File: src/rtl/rv32i_multicycle_core.sv
// Multicycle RV32I subset core: FETCH/DECODE/EXECUTE/MEM/WB with ready/req memory handshakes.
// Illegal encodings, misaligned accesses or targets, and out-of-range register indices halt the core.
module rv32i_multicycle_core #(
    parameter logic [31:0] RESET_PC = 32'h0000_0000,
    parameter int          NUM_REGS = 32
) (
    input  logic        clk,
    input  logic        rst,
    output logic        imem_req,
    output logic [31:0] imem_addr,
    input  logic        imem_ready,
    input  logic [31:0] imem_rdata,
    output logic        dmem_req,
    output logic        dmem_we,
    output logic [31:0] dmem_addr,
    output logic [31:0] dmem_wdata,
    input  logic        dmem_ready,
    input  logic [31:0] dmem_rdata,
    output logic [31:0] pc_out,
    output logic [31:0] alu_result,
    output logic        retire,
    output logic        illegal
);

    localparam int IDXW = $clog2(NUM_REGS);

    localparam logic [6:0] OPC_OP     = 7'b0110011;
    localparam logic [6:0] OPC_OPIMM  = 7'b0010011;
    localparam logic [6:0] OPC_LUI    = 7'b0110111;
    localparam logic [6:0] OPC_JAL    = 7'b1101111;
    localparam logic [6:0] OPC_LOAD   = 7'b0000011;
    localparam logic [6:0] OPC_STORE  = 7'b0100011;
    localparam logic [6:0] OPC_BRANCH = 7'b1100011;

    typedef enum logic [2:0] {FETCH, DECODE, EXECUTE, MEM, WB, HALT} state_t;

    state_t      r_state;
    logic [31:0] r_pc, r_ir, r_alu, r_next_pc, r_load, r_dmem_addr, r_dmem_wdata;
    logic        r_imem_req, r_dmem_req, r_dmem_we, r_retire, r_illegal;
    logic [31:0] r_regs [NUM_REGS];

    logic [6:0]  w_opcode, w_funct7;
    logic [4:0]  w_rd, w_rs1, w_rs2, w_shamt;
    logic [2:0]  w_funct3;
    logic [31:0] w_imm_i, w_imm_s, w_imm_b, w_imm_j, w_imm_u;
    logic [31:0] w_rs1_val, w_rs2_val, w_opb, w_alu, w_pc4;
    logic        w_legal, w_use_rd, w_use_rs1, w_use_rs2, w_bad_reg, w_taken;

    assign w_opcode  = r_ir[6:0];
    assign w_rd      = r_ir[11:7];
    assign w_funct3  = r_ir[14:12];
    assign w_rs1     = r_ir[19:15];
    assign w_rs2     = r_ir[24:20];
    assign w_funct7  = r_ir[31:25];
    assign w_imm_i   = {{20{r_ir[31]}}, r_ir[31:20]};
    assign w_imm_s   = {{20{r_ir[31]}}, r_ir[31:25], r_ir[11:7]};
    assign w_imm_b   = {{19{r_ir[31]}}, r_ir[31], r_ir[7], r_ir[30:25], r_ir[11:8], 1'b0};
    assign w_imm_j   = {{11{r_ir[31]}}, r_ir[31], r_ir[19:12], r_ir[20], r_ir[30:21], 1'b0};
    assign w_imm_u   = {r_ir[31:12], 12'b0};
    assign w_pc4     = r_pc + 32'd4;

    // x0 is never written, but the read is forced to zero so it cannot depend on that.
    assign w_rs1_val = (w_rs1 == 5'd0) ? 32'd0 : r_regs[w_rs1[IDXW-1:0]];
    assign w_rs2_val = (w_rs2 == 5'd0) ? 32'd0 : r_regs[w_rs2[IDXW-1:0]];
    assign w_opb     = (w_opcode == OPC_OP) ? w_rs2_val : w_imm_i;
    assign w_shamt   = w_opb[4:0];
    assign w_bad_reg = (w_use_rd  && int'(w_rd)  >= NUM_REGS) ||
                       (w_use_rs1 && int'(w_rs1) >= NUM_REGS) ||
                       (w_use_rs2 && int'(w_rs2) >= NUM_REGS);

    always_comb begin
        w_legal   = 1'b0;
        w_use_rd  = 1'b0;
        w_use_rs1 = 1'b0;
        w_use_rs2 = 1'b0;
        case (w_opcode)
            OPC_OP: begin
                w_legal   = (w_funct7 == 7'd0) ||
                            (w_funct7 == 7'b0100000 && (w_funct3 == 3'b000 || w_funct3 == 3'b101));
                w_use_rd  = 1'b1;
                w_use_rs1 = 1'b1;
                w_use_rs2 = 1'b1;
            end
            OPC_OPIMM: begin
                if (w_funct3 == 3'b001)
                    w_legal = (w_funct7 == 7'd0);
                else if (w_funct3 == 3'b101)
                    w_legal = (w_funct7 == 7'd0) || (w_funct7 == 7'b0100000);
                else
                    w_legal = 1'b1;
                w_use_rd  = 1'b1;
                w_use_rs1 = 1'b1;
            end
            OPC_LUI, OPC_JAL: begin
                w_legal  = 1'b1;
                w_use_rd = 1'b1;
            end
            OPC_LOAD: begin
                w_legal   = (w_funct3 == 3'b010);
                w_use_rd  = 1'b1;
                w_use_rs1 = 1'b1;
            end
            OPC_STORE: begin
                w_legal   = (w_funct3 == 3'b010);
                w_use_rs1 = 1'b1;
                w_use_rs2 = 1'b1;
            end
            OPC_BRANCH: begin
                w_legal   = (w_funct3 == 3'b000) || (w_funct3 == 3'b001) ||
                            (w_funct3 == 3'b100) || (w_funct3 == 3'b101);
                w_use_rs1 = 1'b1;
                w_use_rs2 = 1'b1;
            end
            default: w_legal = 1'b0;
        endcase
    end

    // For loads/stores the ALU produces the address, for branches/JAL the target.
    always_comb begin
        w_alu   = 32'd0;
        w_taken = 1'b0;
        case (w_opcode)
            OPC_OP, OPC_OPIMM: begin
                case (w_funct3)
                    3'b000:  w_alu = (w_opcode == OPC_OP && w_funct7[5]) ? w_rs1_val - w_opb
                                                                          : w_rs1_val + w_opb;
                    3'b001:  w_alu = w_rs1_val << w_shamt;
                    3'b010:  w_alu = {31'd0, $signed(w_rs1_val) < $signed(w_opb)};
                    3'b011:  w_alu = {31'd0, w_rs1_val < w_opb};
                    3'b100:  w_alu = w_rs1_val ^ w_opb;
                    3'b101:  w_alu = w_funct7[5] ? 32'($signed(w_rs1_val) >>> w_shamt)
                                                 : w_rs1_val >> w_shamt;
                    3'b110:  w_alu = w_rs1_val | w_opb;
                    default: w_alu = w_rs1_val & w_opb;
                endcase
            end
            OPC_LUI:    w_alu = w_imm_u;
            OPC_JAL:    w_alu = r_pc + w_imm_j;
            OPC_LOAD:   w_alu = w_rs1_val + w_imm_i;
            OPC_STORE:  w_alu = w_rs1_val + w_imm_s;
            OPC_BRANCH: w_alu = r_pc + w_imm_b;
            default:    w_alu = 32'd0;
        endcase
        case (w_funct3)
            3'b000:  w_taken = (w_rs1_val == w_rs2_val);
            3'b001:  w_taken = (w_rs1_val != w_rs2_val);
            3'b100:  w_taken = ($signed(w_rs1_val) < $signed(w_rs2_val));
            3'b101:  w_taken = !($signed(w_rs1_val) < $signed(w_rs2_val));
            default: w_taken = 1'b0;
        endcase
    end

    always_ff @(posedge clk or negedge rst) begin
        if (!rst) begin
            r_state      <= FETCH;
            r_pc         <= RESET_PC;
            r_ir         <= 32'd0;
            r_alu        <= 32'd0;
            r_next_pc    <= 32'd0;
            r_load       <= 32'd0;
            r_dmem_addr  <= 32'd0;
            r_dmem_wdata <= 32'd0;
            r_imem_req   <= 1'b0;
            r_dmem_req   <= 1'b0;
            r_dmem_we    <= 1'b0;
            r_retire     <= 1'b0;
            r_illegal    <= 1'b0;
            for (int i = 0; i < NUM_REGS; i++) r_regs[i] <= 32'd0;
        end else begin
            r_retire <= 1'b0;
            case (r_state)
                FETCH: begin
                    if (r_imem_req && imem_ready) begin
                        r_ir       <= imem_rdata;
                        r_imem_req <= 1'b0;
                        r_state    <= DECODE;
                    end else begin
                        r_imem_req <= 1'b1;
                    end
                end
                DECODE: begin
                    if (!w_legal || w_bad_reg) begin
                        r_illegal <= 1'b1;
                        r_state   <= HALT;
                    end else begin
                        r_state <= EXECUTE;
                    end
                end
                EXECUTE: begin
                    r_alu     <= w_alu;
                    r_next_pc <= w_pc4;
                    case (w_opcode)
                        OPC_LOAD, OPC_STORE: begin
                            if (w_alu[1:0] != 2'b00) begin
                                r_illegal <= 1'b1;
                                r_state   <= HALT;
                            end else begin
                                r_dmem_req   <= 1'b1;
                                r_dmem_we    <= (w_opcode == OPC_STORE);
                                r_dmem_addr  <= w_alu;
                                r_dmem_wdata <= w_rs2_val;
                                r_state      <= MEM;
                            end
                        end
                        OPC_BRANCH: begin
                            if (w_taken && w_alu[1]) begin
                                r_illegal <= 1'b1;
                                r_state   <= HALT;
                            end else begin
                                r_pc       <= w_taken ? w_alu : w_pc4;
                                r_imem_req <= 1'b1;
                                r_retire   <= 1'b1;
                                r_state    <= FETCH;
                            end
                        end
                        OPC_JAL: begin
                            if (w_alu[1]) begin
                                r_illegal <= 1'b1;
                                r_state   <= HALT;
                            end else begin
                                r_alu     <= w_pc4;
                                r_next_pc <= w_alu;
                                r_state   <= WB;
                            end
                        end
                        default: r_state <= WB;
                    endcase
                end
                MEM: begin
                    if (r_dmem_req && dmem_ready) begin
                        r_dmem_req <= 1'b0;
                        r_dmem_we  <= 1'b0;
                        if (r_dmem_we) begin
                            r_pc       <= r_next_pc;
                            r_imem_req <= 1'b1;
                            r_retire   <= 1'b1;
                            r_state    <= FETCH;
                        end else begin
                            r_load  <= dmem_rdata;
                            r_state <= WB;
                        end
                    end
                end
                WB: begin
                    if (w_rd != 5'd0)
                        r_regs[w_rd[IDXW-1:0]] <= (w_opcode == OPC_LOAD) ? r_load : r_alu;
                    r_pc       <= r_next_pc;
                    r_imem_req <= 1'b1;
                    r_retire   <= 1'b1;
                    r_state    <= FETCH;
                end
                HALT:    r_state <= HALT;
                default: r_state <= HALT;
            endcase
        end
    end

    assign imem_req   = r_imem_req;
    assign imem_addr  = r_pc;
    assign dmem_req   = r_dmem_req;
    assign dmem_we    = r_dmem_we;
    assign dmem_addr  = r_dmem_addr;
    assign dmem_wdata = r_dmem_wdata;
    assign pc_out     = r_pc;
    assign alu_result = r_alu;
    assign retire     = r_retire;
    assign illegal    = r_illegal;

endmodule

File: config.mk
export PLATFORM = sky130hd
export DESIGN_NAME = rv32i_multicycle_core
export DESIGN_NICKNAME = d
export VERILOG_FILES = /design/src/rtl/rv32i_multicycle_core.sv
export SDC_FILE = /design/constraint.sdc
export NUM_CORES = 2
export LEC_CHECK = 0
export ABC_CLOCK_PERIOD_IN_PS = 7700
export BUFFER_PORTS_ARGS = -buffer_cell sky130_fd_sc_hd__buf_2
export CAP_MARGIN = 20
export CORE_UTILIZATION = 64
export DETAILED_ROUTE_END_ITERATION = 7
export MAX_ROUTING_LAYER = met4
export PLACE_DENSITY = 0.82
export SETUP_SLACK_MARGIN = 0.3
export SYNTH_ARGS = -nofsm -noshare
export SYNTH_HDL_FRONTEND = slang
export SYNTH_SLANG_ARGS = --single-unit
File: constraint.sdc
create_clock -name clk -period 7.7 [get_ports clk]
set_input_delay 1.54 -clock clk [delete_from_list [all_inputs] [get_ports clk]]
set_output_delay 1.54 -clock clk [all_outputs]
set_load 0.05 [all_outputs]
==> impl_metrics.prom, run 1 <==
# TYPE chip_impl_metric gauge
chip_impl_info{name="outcome",value="aborted with a tool error"} 1
chip_impl_info{name="failing_step",value="global routing"} 1
chip_impl_info{name="error_line",value="[ERROR GRT-0232] Routing congestion too high. Check the congestion heatmap in the GUI."} 1
chip_impl_metric{name="synth.avg_cell_area",unit="um2"} 9.68
chip_impl_metric{name="placementRows",unit=""} 127
chip_impl_metric{name="place.detailed.hpwl",unit="um"} 234000
chip_impl_info{name="post-synth-top-area-cell",value="dfrtp_1"} 1
chip_impl_metric{name="yosysUniqueCellTypes",unit=""} 119
chip_impl_metric{name="synth_adder_area_share",unit="%"} 3.17
chip_impl_metric{name="synthCells",unit=""} 8047
chip_impl_metric{name="cts-buffers-inserted",unit=""} 132
chip_impl_info{name="synth_top_cells_by_area",value="dfrtp_1 (40%), mux4_2 (13%), o21ai_0 (6.3%), nand2_1 (5.3%), a21oi_1 (4.2%)"} 1
chip_impl_metric{name="synth-async-reset-ratio",unit="%"} 100
chip_impl_metric{name="synth_top_area_share",unit="%"} 40.3
chip_impl_metric{name="io_buffers",unit=""} 232
chip_impl_metric{name="finalWeightedCongestion",unit=""} 1.09
chip_impl_info{name="root_buffer",value="clkbuf_16"} 1
chip_impl_info{name="synth_top_family_by_area",value="multiplexers"} 1
chip_impl_info{name="worstEpCategory",value="register input"} 1
chip_impl_metric{name="sequential_to_total_area_share_from_yosys_stat",unit="%"} 40.3
chip_impl_info{name="grt-worst-endpoint",value="imem_addr[30]$_DFFE_PN0P_/D"} 1
chip_impl_metric{name="initial_core_util",unit="%"} 64.8
chip_impl_metric{name="post_synth_xor_area_fraction",unit="%"} 1.10
chip_impl_metric{name="cts-htree-levels",unit=""} 4
chip_impl_metric{name="count_of_flip_flops_with_a_built_in_enable_after_synthesis",unit=""} 0
chip_impl_metric{name="post_synth_mux_area_share",unit="%"} 18.9
chip_impl_metric{name="post_synth_and_or_nand_nor_area_fraction",unit="%"} 13.0
chip_impl_info{name="yosys_most_used_dff",value="dfrtp_1"} 1
chip_impl_metric{name="fp.dieW",unit="um"} 351
chip_impl_metric{name="grt.total_usage",unit="%"} 81.1
chip_impl_metric{name="syn_area",unit="um2"} 77900
chip_impl_metric{name="grt_max_degree",unit=""} 159
chip_impl_metric{name="die_height",unit="um"} 351
chip_impl_metric{name="synth_warn",unit=""} 0
chip_impl_metric{name="io-pin-count",unit=""} 233
chip_impl_metric{name="synth_nets",unit=""} 8310
chip_impl_metric{name="synth-compound-area-share",unit="%"} 18.4
chip_impl_metric{name="clock_path_buffers",unit=""} 3
chip_impl_metric{name="postSynthRegisterBits",unit=""} 1256
chip_impl_metric{name="global_route.overflow_total",unit=""} 457
chip_impl_metric{name="numClockSinks",unit=""} 1256
chip_impl_metric{name="holdBufCountCts",unit=""} 0
==> cell usage after synthesis (39+ instances only) <==
cell type and count:
dfrtp_1 1256, nand2_1 1107, o21ai_0 982, nor2_1 688, a21oi_1 649, clkbuf_1 552
mux4_2 435, mux2i_1 277, ha_1 191, mux2_2 124, inv_1 122, a22oi_1 111
nand3_1 111, nor3_1 110, buf_2 66, a21o_1 64, o22ai_1 64, xnor2_1 61
buf_4 57, a211oi_1 55, a221oi_1 52, o21a_1 52, o211ai_1 49, nand2b_1 47
and3_1 46, buf_1 45, a31oi_1 39
==> per-layer routing <==
layer | GRT overflow | global-route usage [%]
met2 | 197 | 92.8
met5 | - | -
met3 | 90 | 67.7
met4 | 115 | 77.1
met1 | 55 | 81.3
==> cell families after synthesis <==
family                   after synthesis
AND/OR/NAND/NOR                     2346
AO/OA/AOI/OAI                       2397
XOR/XNOR                              98
flip-flops                          1256
buffers and inverters                889
adder cells (fa/ha/maj)              195
multiplexers                         866
==> what timing repair did <==
action,in CTS
hold endpoints to repair,0
resized for setup,2
setup buffers,1
gates cloned,0
endpoints found under the setup margin,8
==> stage by stage <==
stage	hold slack [ns]	instance area, um2	std cells	setup slack (ns)
2_1_floorplan	0.425	77900	8047	0.864
3_5_place_dp	0.365	81300	9522	-0.00291
3_3_place_gp	0.362	81200	9520	0.0187
4_1_cts	0.381	85800	9760	0.416
==> run 2: changes to the inputs <==
Settings changed: CORE_UTILIZATION 64 to 40, MAX_ROUTING_LAYER met4 to default, PLACE_DENSITY 0.82 to default, PLACE_DENSITY_LB_ADDON from default to 0.15, SETUP_SLACK_MARGIN 0.3 to default.
==> run 2 against run 1 <==
  * The flow now finishes, with violations (design-rule violations)
  * Synthesized area unchanged
  * Synthesized cell count unchanged
==> impl_metrics.prom, run 2 <==
# TYPE chip_impl_metric gauge
chip_impl_metric{name="post_cts_resized",unit=""} 0
chip_impl_metric{name="worst_slew_margin_rel",unit="%"} 12.9
chip_impl_metric{name="synth-async-reset-ratio",unit="%"} 100
chip_impl_metric{name="critical_path_peak_fanout",unit=""} 18
chip_impl_metric{name="routed_via_density",unit=""} 6.42
chip_impl_metric{name="min_period_over_period",unit="%"} 95.5
chip_impl_info{name="timing_worst_setup_path_type",value="reg2reg"} 1
chip_impl_metric{name="die_height",unit="um"} 443
chip_impl_metric{name="insertion_delay",unit="ns"} 0.82
chip_impl_metric{name="cts.reportedPaths.clkPinSlew",unit="ns"} 0.06
chip_impl_metric{name="tns",unit="ns"} 0
chip_impl_metric{name="worst_slew_pin_slew",unit="ns"} 1.29
chip_impl_metric{name="globalRouteMet2Util",unit="%"} 55.5
chip_impl_metric{name="share_comb_of_total_power",unit="%"} 1.2
chip_impl_metric{name="layout.filler_cells",unit=""} 18300
chip_impl_metric{name="finalNetCount",unit=""} 8353
chip_impl_info{name="min_path_type",value="reg2reg"} 1
chip_impl_metric{name="globalRouteMet1Util",unit="%"} 48.6
chip_impl_metric{name="power_switching_share",unit="%"} 22.9
chip_impl_metric{name="routedWlPerCell",unit="um"} 33.6
chip_impl_metric{name="grt_first_pass_wirelength",unit="um"} 510000
chip_impl_metric{name="antenna_found_initial",unit=""} 20
chip_impl_metric{name="sequential_to_total_area_share_from_yosys_stat",unit="%"} 40.3
chip_impl_info{name="outcome",value="finished, violations left"} 1
chip_impl_info{name="global_route.peak_usage_layer",value="met2"} 1
chip_impl_metric{name="total_leakage_power",unit="nW"} 37.6
chip_impl_metric{name="clock_path_buffers",unit=""} 3
chip_impl_metric{name="final-max-slew-violation-count",unit=""} 0
chip_impl_metric{name="cts-buffers-inserted",unit=""} 147
chip_impl_metric{name="finalWeightedCongestion",unit=""} 1.07
chip_impl_metric{name="fp.dieArea",unit="um2"} 197000
chip_impl_info{name="min-delay-start",value="r_regs[1001]"} 1
chip_impl_info{name="cts_tree",value="built"} 1
chip_impl_info{name="max_flop_register",value="r_regs"} 1
chip_impl_metric{name="p_r_area_growth_vs_syn",unit="%"} 12.8
chip_impl_info{name="worst_r2r_startpoint",value="r_ir[20]"} 1
chip_impl_metric{name="syn_area",unit="um2"} 77900
chip_impl_metric{name="io-pin-count",unit=""} 233
chip_impl_info{name="root_buffer",value="clkbuf_16"} 1
chip_impl_metric{name="grt.met3_usage",unit="%"} 6.63
chip_impl_metric{name="final_antenna_net_count",unit=""} 0
chip_impl_info{name="layout.cells.most_common_list",value="dfrtp_1 (1246), nand2_1 (1087), o21ai_0 (982)"} 1
chip_impl_metric{name="postSynthRegisterBits",unit=""} 1256
chip_impl_metric{name="largest_reg_flops",unit=""} 1024
chip_impl_metric{name="synth-compound-area-share",unit="%"} 18.4
chip_impl_metric{name="holdBufCountCts",unit=""} 0
chip_impl_info{name="crit_start",value="r_ir[20]"} 1
chip_impl_metric{name="placementRows",unit=""} 161
chip_impl_info{name="rsz0062_at_grt",value="false"} 1
chip_impl_metric{name="post_synth_and_or_nand_nor_area_fraction",unit="%"} 13.0
chip_impl_metric{name="synth_nets",unit=""} 8310
chip_impl_metric{name="totalWireLength",unit="um"} 360000
chip_impl_metric{name="number_of_cell_instances_on_the_worst_register_to_register_path",unit=""} 25
chip_impl_metric{name="numClockSinks",unit=""} 1256
chip_impl_metric{name="postCtsSetupRepairBufs",unit=""} 0
chip_impl_metric{name="place_ws",unit="ns"} 0.573
chip_impl_metric{name="hold_violations",unit=""} 0
chip_impl_metric{name="dp.cells",unit=""} 10500
chip_impl_info{name="failing_checks",value="design-rule violations"} 1
chip_impl_metric{name="vias_in_the_first_global_route",unit=""} 65500
chip_impl_info{name="post-synth-top-count-cell",value="dfrtp_1"} 1
chip_impl_info{name="synth_top_cells_by_area",value="dfrtp_1 (40%), mux4_2 (13%), o21ai_0 (6.3%), nand2_1 (5.3%), a21oi_1 (4.2%)"} 1
chip_impl_metric{name="hold_path_depth",unit=""} 0
chip_impl_metric{name="initial_core_util",unit="%"} 40.4
chip_impl_metric{name="vias",unit=""} 68900
chip_impl_info{name="r2r-end",value="r_next_pc[31]"} 1
chip_impl_metric{name="yosysUniqueCellTypes",unit=""} 119
chip_impl_metric{name="io_buffers",unit=""} 232
chip_impl_metric{name="post_synth_mux_area_share",unit="%"} 18.9
chip_impl_info{name="post-synth-top-area-cell",value="dfrtp_1"} 1
chip_impl_metric{name="timing.fmax",unit="MHz"} 136
chip_impl_metric{name="finalSetupViolCount",unit=""} 0
chip_impl_metric{name="synth_adder_area_share",unit="%"} 3.17
chip_impl_metric{name="place.detailed.hpwl",unit="um"} 250000
chip_impl_metric{name="final.min_clock_period",unit="ns"} 7.35
chip_impl_metric{name="required_time_at_the_worst_slack_endpoint",unit="ns"} 8.37
chip_impl_metric{name="detailedRoute.firstIterationViolations",unit=""} 7514
chip_impl_metric{name="core_area",unit="um2"} 193000
chip_impl_info{name="layout_commonest_cell",value="dfrtp_1"} 1
chip_impl_metric{name="synth_top_area_share",unit="%"} 40.3
chip_impl_metric{name="detailedRoute.firstPassIterationCount",unit=""} 8
chip_impl_metric{name="design_power_total",unit="mW"} 13.8
chip_impl_info{name="critPathLaunchType",value="flop"} 1
chip_impl_metric{name="final-instance-count-excl-fill",unit=""} 10700
chip_impl_metric{name="synth.avg_cell_area",unit="um2"} 9.68
chip_impl_info{name="yosys_most_used_dff",value="dfrtp_1"} 1
chip_impl_metric{name="max_cap_violations",unit=""} 0
chip_impl_metric{name="fp.dieW",unit="um"} 443
chip_impl_info{name="crit_end",value="r_next_pc[31]"} 1
chip_impl_metric{name="worst-r2r-setup-slack",unit="ns"} 0.35
chip_impl_metric{name="drc",unit=""} 1
chip_impl_metric{name="drive_gt1_share",unit="%"} 19.9
chip_impl_info{name="synth_top_family_by_area",value="multiplexers"} 1
chip_impl_metric{name="power_per_cell_area",unit="nW/um2"} 157
chip_impl_metric{name="p_sw",unit="mW"} 3.16
chip_impl_metric{name="grt.total_usage",unit="%"} 36.1
chip_impl_metric{name="synthCells",unit=""} 8047
chip_impl_info{name="synthTopCellsByCount",value="dfrtp_1 (1256), nand2_1 (1107), o21ai_0 (982)"} 1
chip_impl_metric{name="count_of_flip_flops_with_a_built_in_enable_after_synthesis",unit=""} 0
chip_impl_metric{name="synth_warn",unit=""} 0
chip_impl_metric{name="layout_skew",unit="ns"} 0.0655
chip_impl_metric{name="setup_slack",unit="ns"} 0.345
chip_impl_metric{name="cts-htree-levels",unit=""} 4
chip_impl_metric{name="max-vdd-ir-drop",unit="mV"} 0.207
chip_impl_metric{name="share_seq_of_total_power",unit="%"} 47.9
chip_impl_metric{name="internal_power",unit="mW"} 10.6
chip_impl_metric{name="arrival_time_reported_for_the_critical_path_endpoint",unit="ns"} 8.02
chip_impl_metric{name="grt_max_degree",unit=""} 168
chip_impl_info{name="endpoint_kind",value="flop"} 1
chip_impl_metric{name="global_route.overflow_total",unit=""} 0
chip_impl_metric{name="clock_network_fraction_of_design_power",unit="%"} 50.9
chip_impl_metric{name="post_synth_xor_area_fraction",unit="%"} 1.10
run 2: cell families (layout without fill, tap and decap cells):
kind of cell / after synthesis / in the layout
other: 0 / 8
adder cells (fa/ha/maj): 195 / 195
AO/OA/AOI/OAI: 2397 / 2397
AND/OR/NAND/NOR: 2346 / 2346
buffers and inverters: 889 / 1039
XOR/XNOR: 98 / 98
multiplexers: 866 / 866
flip-flops: 1256 / 1256
run 2: worst max-delay path, cell delays in order (launching register included):
cell      delay (ns)
dfrtp_4         0.71
buf_12          0.26
mux4_2          0.52
mux4_2          0.51
mux2i_1         0.45
nor2_1          0.11
inv_1           0.13
nor2_1          0.06
a21oi_1         0.39
inv_1           0.09
ha_1            0.22
buf_4           0.17
nor2b_1         0.13
o21ai_0         0.41
a21oi_1         0.22
a211o_1         0.43
a211oi_1        0.42
o211ai_1        0.21
nand3_1         0.13
a21oi_1         0.07
o21ai_0         0.42
a31oi_1         0.32
a211o_1         0.46
buf_4           0.18
nor2_1          0.08
o21ai_0         0.09
run 2: metrics by stage:
stage,area [um2],util [%],hold slack (ns)
floorplan,77900,-,0.425
global placement,83000,43.0,0.364
detailed placement,83000,43.0,0.364
CTS,87800,45.5,0.378
global route,87900,45.5,0.388
finish,87900,45.5,0.379
run 2: cell type report:
cell class / count / area [um2] / area share [%]
Clock buffer: 207 / 4230 / 4.81
Sequential cell: 1256 / 31500 / 35.8
Timing Repair Buffer: 654 / 4800 / 5.47
Inverter: 129 / 489 / 0.557
Tap cell: 2526 / 3160 / 3.60
Clock inverter: 49 / 554 / 0.631
Antenna cell: 8 / 20.0 / 0.0228
Multi-Input combinational cell: 5902 / 43200 / 49.1
run 2: worst min-delay path by stage:
stage,to
after detailed placement,r_regs[1001]
final,r_regs[1001]
after global placement,r_regs[993]
after CTS,r_regs[1001]
after floorplan,r_regs[1001]
after global routing,r_regs[1001]
run 2: layer usage:
layer / vias up / wire, um
met5: - / 112
met4: 14 / 20900
met3: 767 / 29200
met2: 3477 / 162000
met1: 35200 / 148000
li1: 29400 / -
run 2: power groups by stage:
stage	Sequential, mW	Combinational, mW	Clock [mW]
after floorplan	6.72	0.000950	0
after global placement	6.72	0.174	0
after detailed placement	6.72	0.175	0
after CTS	6.60	0.176	7.12
after global routing	6.60	0.193	7.39
final	6.60	0.165	7.03
Power figures use the tool's default switching activity.
